==> config.mk <==
export PLATFORM = sky130hd
export DESIGN_NAME = rtc_bus_ctrl
export DESIGN_NICKNAME = d
export VERILOG_FILES = /design/src/rtl/rtc_bus_ctrl.sv
export SDC_FILE = /design/constraint.sdc
export NUM_CORES = 1
export LEC_CHECK = 0
export BUFFER_PORTS_ARGS = -buffer_cell sky130_fd_sc_hd__buf_2
export CAP_MARGIN = 20
export CORE_AREA = 2 2 52 91
export DETAILED_ROUTE_END_ITERATION = 6
export DIE_AREA = 0 0 54 93
export GPL_ROUTABILITY_DRIVEN = 0
export PLACE_DENSITY = 0.77
export SLEW_MARGIN = 20
export SYNTH_ARGS = -nofsm -noshare
export SYNTH_HDL_FRONTEND = slang
export SYNTH_SLANG_ARGS = --single-unit
==> constraint.sdc <==
create_clock -name clk -period 5.08 [get_ports clk]
set_input_delay 0.254 -clock clk [delete_from_list [all_inputs] [get_ports clk]]
set_output_delay 0.254 -clock clk [all_outputs]
set_load 0.05 [all_outputs]
==> src/rtl/rtc_bus_ctrl.sv <==
// ---------------------------------------------------------------------------
// rtc_bus_ctrl
//
// Sequences one read or write access to an RTC chip that uses a multiplexed
// address/data bus. Each transaction walks through:
//   IDLE -> ADDR_SETUP -> ADDR_STROBE -> ADDR_GAP -> DATA_STROBE -> RECOVER
// The address is presented first with an address strobe (cs_n + wr_n); the
// data phase then either drives write data (wr_n) or samples the bus (rd_n).
//
// Every output comes straight from a flop. The output flops are loaded with
// the values that belong to the state being entered on that edge, so the
// pins change on the same edge the FSM changes state, and no input ever
// reaches an output pin combinationally.
//
// Ports
//   clk          in   clock, rising-edge active
//   reset        in   asynchronous, active-high reset
//   start        in   transaction request, only looked at in IDLE
//   wr_mode      in   1 = write transaction, 0 = read transaction
//   addr         in   [DW] RTC register address
//   wdata        in   [DW] write data
//   bus_in       in   [DW] value seen on the RTC bus pads
//   bus_out      out  [DW] value driven onto the RTC bus pads
//   bus_oe       out  pad output enable (1 = bus_out is driven)
//   a_d          out  address/data select (0 = address, 1 = data)
//   cs_n         out  active-low chip select
//   wr_n         out  active-low write strobe
//   rd_n         out  active-low read strobe
//   busy         out  high while a transaction is in progress
//   done         out  one-cycle pulse in the first IDLE cycle after RECOVER
//   rdata        out  [DW] last captured read data
//   rdata_valid  out  one-cycle pulse with done, read transactions only
// ---------------------------------------------------------------------------
module rtc_bus_ctrl #(
  parameter int DW       = 8,
  parameter int T_SETUP  = 2,
  parameter int T_STROBE = 4,
  parameter int T_GAP    = 4
) (
  input  logic          clk,
  input  logic          reset,
  input  logic          start,
  input  logic          wr_mode,
  input  logic [DW-1:0] addr,
  input  logic [DW-1:0] wdata,
  input  logic [DW-1:0] bus_in,
  output logic [DW-1:0] bus_out,
  output logic          bus_oe,
  output logic          a_d,
  output logic          cs_n,
  output logic          wr_n,
  output logic          rd_n,
  output logic          busy,
  output logic          done,
  output logic [DW-1:0] rdata,
  output logic          rdata_valid
);

  // Counter must be able to hold the longest phase length minus one.
  localparam int MAX_T = (T_SETUP > T_STROBE)
                         ? ((T_SETUP  > T_GAP) ? T_SETUP  : T_GAP)
                         : ((T_STROBE > T_GAP) ? T_STROBE : T_GAP);
  localparam int CW = $clog2(MAX_T) + 1;

  localparam logic [CW-1:0] SETUP_LAST  = CW'(T_SETUP  - 1);
  localparam logic [CW-1:0] STROBE_LAST = CW'(T_STROBE - 1);
  localparam logic [CW-1:0] GAP_LAST    = CW'(T_GAP    - 1);

  typedef enum logic [2:0] {
    IDLE,
    ADDR_SETUP,
    ADDR_STROBE,
    ADDR_GAP,
    DATA_STROBE,
    RECOVER
  } state_t;

  state_t        state;
  state_t        next_state;
  logic [CW-1:0] cnt;
  logic          phase_last;

  // Operands held stable for the whole transaction.
  logic          op_wr;
  logic [DW-1:0] op_addr;
  logic [DW-1:0] op_wdata;

  // Operand view used to compute output flop inputs. On the accepting edge
  // the latches are not yet loaded, so the live inputs are used instead.
  logic          src_wr;
  logic [DW-1:0] src_addr;
  logic [DW-1:0] src_wdata;

  // Next values for the output flops.
  logic [DW-1:0] nxt_bus_out;
  logic          nxt_bus_oe;
  logic          nxt_a_d;
  logic          nxt_cs_n;
  logic          nxt_wr_n;
  logic          nxt_rd_n;
  logic          nxt_busy;
  logic          nxt_done;
  logic          nxt_rdata_valid;
  logic          capture;

  // High during the final cycle of the current timed phase.
  always_comb begin
    phase_last = 1'b0;
    case (state)
      ADDR_SETUP:               phase_last = (cnt == SETUP_LAST);
      ADDR_STROBE, DATA_STROBE: phase_last = (cnt == STROBE_LAST);
      ADDR_GAP, RECOVER:        phase_last = (cnt == GAP_LAST);
      default:                  phase_last = 1'b0;
    endcase
  end

  // State register and phase counter. The counter restarts at zero on every
  // state change and rests at zero in IDLE.
  always_ff @(posedge clk or posedge reset) begin
    if (reset) begin
      state <= IDLE;
      cnt   <= '0;
    end else begin
      state <= next_state;
      if (next_state != state || state == IDLE) begin
        cnt <= '0;
      end else begin
        cnt <= cnt + CW'(1);
      end
    end
  end

  // Operand latches: loaded only when a request is accepted in IDLE, so a
  // start seen during a transaction cannot disturb them.
  always_ff @(posedge clk or posedge reset) begin
    if (reset) begin
      op_wr    <= 1'b0;
      op_addr  <= '0;
      op_wdata <= '0;
    end else if (state == IDLE && start) begin
      op_wr    <= wr_mode;
      op_addr  <= addr;
      op_wdata <= wdata;
    end
  end

  // Next-state logic.
  always_comb begin
    next_state = state;
    case (state)
      IDLE:        if (start)      next_state = ADDR_SETUP;
      ADDR_SETUP:  if (phase_last) next_state = ADDR_STROBE;
      ADDR_STROBE: if (phase_last) next_state = ADDR_GAP;
      ADDR_GAP:    if (phase_last) next_state = DATA_STROBE;
      DATA_STROBE: if (phase_last) next_state = RECOVER;
      RECOVER:     if (phase_last) next_state = IDLE;
      default:                     next_state = IDLE;
    endcase
  end

  // Output decode for the state being entered. done/rdata_valid are derived
  // from leaving RECOVER rather than from entering IDLE, so the reset path
  // into IDLE can never produce a pulse.
  always_comb begin
    src_wr    = (state == IDLE) ? wr_mode : op_wr;
    src_addr  = (state == IDLE) ? addr    : op_addr;
    src_wdata = (state == IDLE) ? wdata   : op_wdata;

    nxt_bus_out     = '0;
    nxt_bus_oe      = 1'b0;
    nxt_a_d         = 1'b1;
    nxt_cs_n        = 1'b1;
    nxt_wr_n        = 1'b1;
    nxt_rd_n        = 1'b1;
    nxt_busy        = 1'b1;
    nxt_done        = (state == RECOVER) && phase_last;
    nxt_rdata_valid = (state == RECOVER) && phase_last && !op_wr;
    capture         = (state == DATA_STROBE) && phase_last && !op_wr;

    case (next_state)
      IDLE: begin
        nxt_busy = 1'b0;
      end
      ADDR_SETUP: begin
        nxt_a_d     = 1'b0;
        nxt_bus_out = src_addr;
        nxt_bus_oe  = 1'b1;
      end
      ADDR_STROBE: begin
        nxt_a_d     = 1'b0;
        nxt_bus_out = src_addr;
        nxt_bus_oe  = 1'b1;
        nxt_cs_n    = 1'b0;
        nxt_wr_n    = 1'b0;
      end
      ADDR_GAP: begin
        if (src_wr) begin
          nxt_bus_out = src_wdata;
          nxt_bus_oe  = 1'b1;
        end
      end
      DATA_STROBE: begin
        nxt_cs_n = 1'b0;
        if (src_wr) begin
          nxt_wr_n    = 1'b0;
          nxt_bus_out = src_wdata;
          nxt_bus_oe  = 1'b1;
        end else begin
          nxt_rd_n = 1'b0;
        end
      end
      RECOVER: begin
        nxt_bus_oe = 1'b0;
      end
      default: begin
        nxt_busy = 1'b0;
      end
    endcase
  end

  // Output flops. The asynchronous reset drives the pins straight to their
  // idle values, so an active strobe is released without waiting for clk.
  always_ff @(posedge clk or posedge reset) begin
    if (reset) begin
      bus_out     <= '0;
      bus_oe      <= 1'b0;
      a_d         <= 1'b1;
      cs_n        <= 1'b1;
      wr_n        <= 1'b1;
      rd_n        <= 1'b1;
      busy        <= 1'b0;
      done        <= 1'b0;
      rdata_valid <= 1'b0;
    end else begin
      bus_out     <= nxt_bus_out;
      bus_oe      <= nxt_bus_oe;
      a_d         <= nxt_a_d;
      cs_n        <= nxt_cs_n;
      wr_n        <= nxt_wr_n;
      rd_n        <= nxt_rd_n;
      busy        <= nxt_busy;
      done        <= nxt_done;
      rdata_valid <= nxt_rdata_valid;
    end
  end

  // Read data is sampled on the edge that closes the last read strobe cycle
  // and then held until the next read completes its strobe.
  always_ff @(posedge clk or posedge reset) begin
    if (reset) begin
      rdata <= '0;
    end else if (capture) begin
      rdata <= bus_in;
    end
  end

endmodule

==> flow_metrics.tcl <==
set metrics [dict create \
    run_status "complete, no violations" \
    route.layer.met1.wl_mm 1.63 \
    synthesis.nets 220 \
    clk_pin_slew_ps 90 \
    irDropWorstVdd_v 0.000349 \
    synth-seq-cells 47 \
    setup.worst_path.start_class "flip-flop" \
    setup_total_negative_slack_ps 0 \
    post_synth.cell_area_avg_sq_um 11.5 \
    detailed_place_hpwl_mm 3.00 \
    floorplan.die.height_um 93 \
    nets 263 \
    antenna_cells_inserted 0 \
    drive_above_1_share 0.396 \
    number_of_max_cap_violations 0 \
    first_global_vias 1585 \
    fp-row-count 32 \
    tightest_slew_ps 820 \
    report.final.slew_viol_count 0 \
    worst-endpoint-arrival_ps 2450 \
    design.die.area_sq_mm 0.00502 \
    pwr_density_cell_mw_per_mm2 686 \
    synth_compound_gate_area_share 0.176 \
    synth.mux.area_fraction 0.128 \
    first_iter_violations 39 \
    mostFrequentLayoutCell "sky130_fd_sc_hd__buf_2" \
    cts_buffer_depth 2 \
    achievable-frequency_mhz 440 \
    synthesis.instances 191 \
    buffer_ports.inserted 51 \
    finalSetupViolations 0 \
    fin_crit_sh 0.447 \
    clock_latency_ps 290 \
    crit_path_end_kind "flip-flop" \
    timing.slew.headroom 0.453 \
    timing.final.crit_period_ps 2270 \
    chipWidth_um 54 \
    boundaryPins 52 \
    cts_tree "done" \
    drtPass1Iterations 4 \
    cts.sink_count 47 \
    synth-edff-count 0 \
    routed-via-count 1626 \
    route.detailed.vias_per_inst 5.69 \
    floorplan.initialDensity 0.510 \
    critical_path_required_ps 5260 \
    clock_tree.htree_level_count 2 \
    post-route-drc-count 0 \
    syn_to_final_growth_pct 15.7 \
    met3_wirelength_um 152 \
    highest_layer "met4" \
    ys_warn_count 0 \
    seq_area_frac_synth 0.535 \
    power.leakage_uw 0.00116 \
    cts.root.buffer_cell "sky130_fd_sc_hd__clkbuf_8" \
    critical_path.max_fanout 29 \
    cts.repair_timing.setup_buffer_count 0 \
    number_of_hold_violations_in_the_final_report 0 \
    synth-simple-area-share 0.0993 \
    grt_antenna_before_repair 0 \
    routed_wl_mm 4.37 \
    grt_setup_unrepaired "no" \
    grt_first_pass_wirelength_mm 7.13 \
    worst_clock_skew_ps 6.58 \
    yosys.area_share.xor_xnor 0.00794 \
    filler_instances 405 \
    syn-cell-area_sq_mm 0.00221 \
    synth_flop_cell "sky130_fd_sc_hd__dfrtp_1" \
    worstSetupPathType "reg2reg" \
    synth_cell_type_count 41 \
    detail_route.wl_per_cell_um 15.3 \
    tritoncts.num_buffers 5 \
    core_area_sq_mm 0.00432 \
    drt.antenna.violating_nets 0 \
    detailroute.wirelength.met2_mm 2.46 \
    yosys.area_share.adder 0.00567 \
    p_total_uw 1750 \
    mostFrequentLayoutCells "sky130_fd_sc_hd__buf_2 (51), sky130_fd_sc_hd__dfrtp_1 (43), sky130_fd_sc_hd__mux2_2 (25)" \
    globalRoute.totalOverflow 0 \
    hold_class "in2reg" \
    async_flop_share 1.00 \
    maximum_number_of_pins_on_one_net_before_global_route_repair 48 \
    synth_top_family_by_area "compound AO/OA/AOI/OAI gates" \
    track_usage 0.192 \
]
[final timing paths]
check,from,slack [ps],end,cells past startpoint
max,state[0]$_DFF_PP0_,2810,op_wdata[7]$_DFFE_PP0P_,3
min reg2reg,rdata[0]$_DFFE_PP0P_,500,rdata[0]$_DFFE_PP0P_,1
min,wr_mode,190,op_wr$_DFFE_PP0P_,2
max in group asynchronous,reset,4120,wr_n$_DFF_PP1_,4
max reg2reg,state[0]$_DFF_PP0_,2810,op_wdata[7]$_DFFE_PP0P_,3
min in group asynchronous,reset,430,rdata[6]$_DFFE_PP0P_,3
[cells by family after synthesis]
| logic type | after synthesis |
|---|---|
| simple gates | 47 |
| buf+inv | 21 |
| flops | 47 |
| mux | 25 |
| xor+xnor | 2 |
| fa+ha+maj | 1 |
| compound gates | 48 |
[per-layer routing]
metal | vias up | global-route usage
met2 | 46 | 0.323
met1 | 790 | 0.228
met3 | 9 | 0.0288
li1 | 781 | -
met4 | 0 | 0.0938
met5 | - | 0
[state kept, by name, summed over array words and instances (netlist names), 3 cells and up]
name	count
rdata	8
op_wdata	8
bus_out	8
state	3
op_addr	8
cnt	3
[cell usage after synthesis (all sizes together) (2+ instances only)]
| cell | number | area share |
|---|---|---|
| a21o | 3 | 0.010 |
| nor2b | 2 | 0.0057 |
| dfstp | 4 | 0.048 |
| nor3 | 7 | 0.016 |
| clkbuf | 7 | 0.012 |
| mux2 | 25 | 0.13 |
| or2 | 2 | 0.0057 |
| o21ai | 3 | 0.0068 |
| a221oi | 9 | 0.036 |
| a22o | 8 | 0.032 |
| o211ai | 8 | 0.027 |
| nand2 | 15 | 0.027 |
| dfrtp | 43 | 0.49 |
| o31a | 8 | 0.032 |
| buf | 10 | 0.029 |
| inv | 4 | 0.0068 |
| nor2 | 14 | 0.024 |
[worst max-delay path, cell delays in order (launching register included)]
cell and delay (ps):
sky130_fd_sc_hd__dfrtp_1 690, sky130_fd_sc_hd__nor3_1 350, sky130_fd_sc_hd__and2_1 690, sky130_fd_sc_hd__mux2_2 420
[repair_timing]
| action | 4_1_cts | 5_1_grt |
|---|---|---|
| hold endpoints to repair | 0 | 9 |
| setup endpoints to repair | 0 | 0 |
| resized for setup | 0 | 0 |
| hold buffers | 0 | 1 |
[power by group]
part | switching, uW | internal (uW)
registers | 166 | 538
logic | 493 | 337
clock network | 121 | 95.7
[through the flow]
step | utilization | instance area [sq um] | std cells | hold WS [ps] | worst slack, ps
floorplan | - | 2210 | 191 | 405 | 3480
global placement | 0.563 | 2430 | 276 | 480 | 2900
detailed placement | 0.563 | 2430 | 276 | 487 | 2870
CTS | 0.583 | 2520 | 284 | 177 | 2820
global route | 0.590 | 2550 | 286 | 179 | 2680
finish | 0.590 | 2550 | 286 | 186 | 2810
[layout make-up]
| class | instances | area (sq um) | share of cell area |
|---|---|---|---|
| Sequential cell | 47 | 1180 | 0.463 |
| Multi-Input combinational cell | 123 | 918 | 0.360 |
| Timing Repair Buffer | 53 | 285 | 0.112 |
| Clock buffer | 5 | 68.8 | 0.0270 |
| Tap cell | 51 | 63.8 | 0.0250 |
| Clock inverter | 3 | 20.0 | 0.00784 |
| Inverter | 4 | 15.0 | 0.00588 |
No activity file was read; power rests on OpenSTA's default activity.
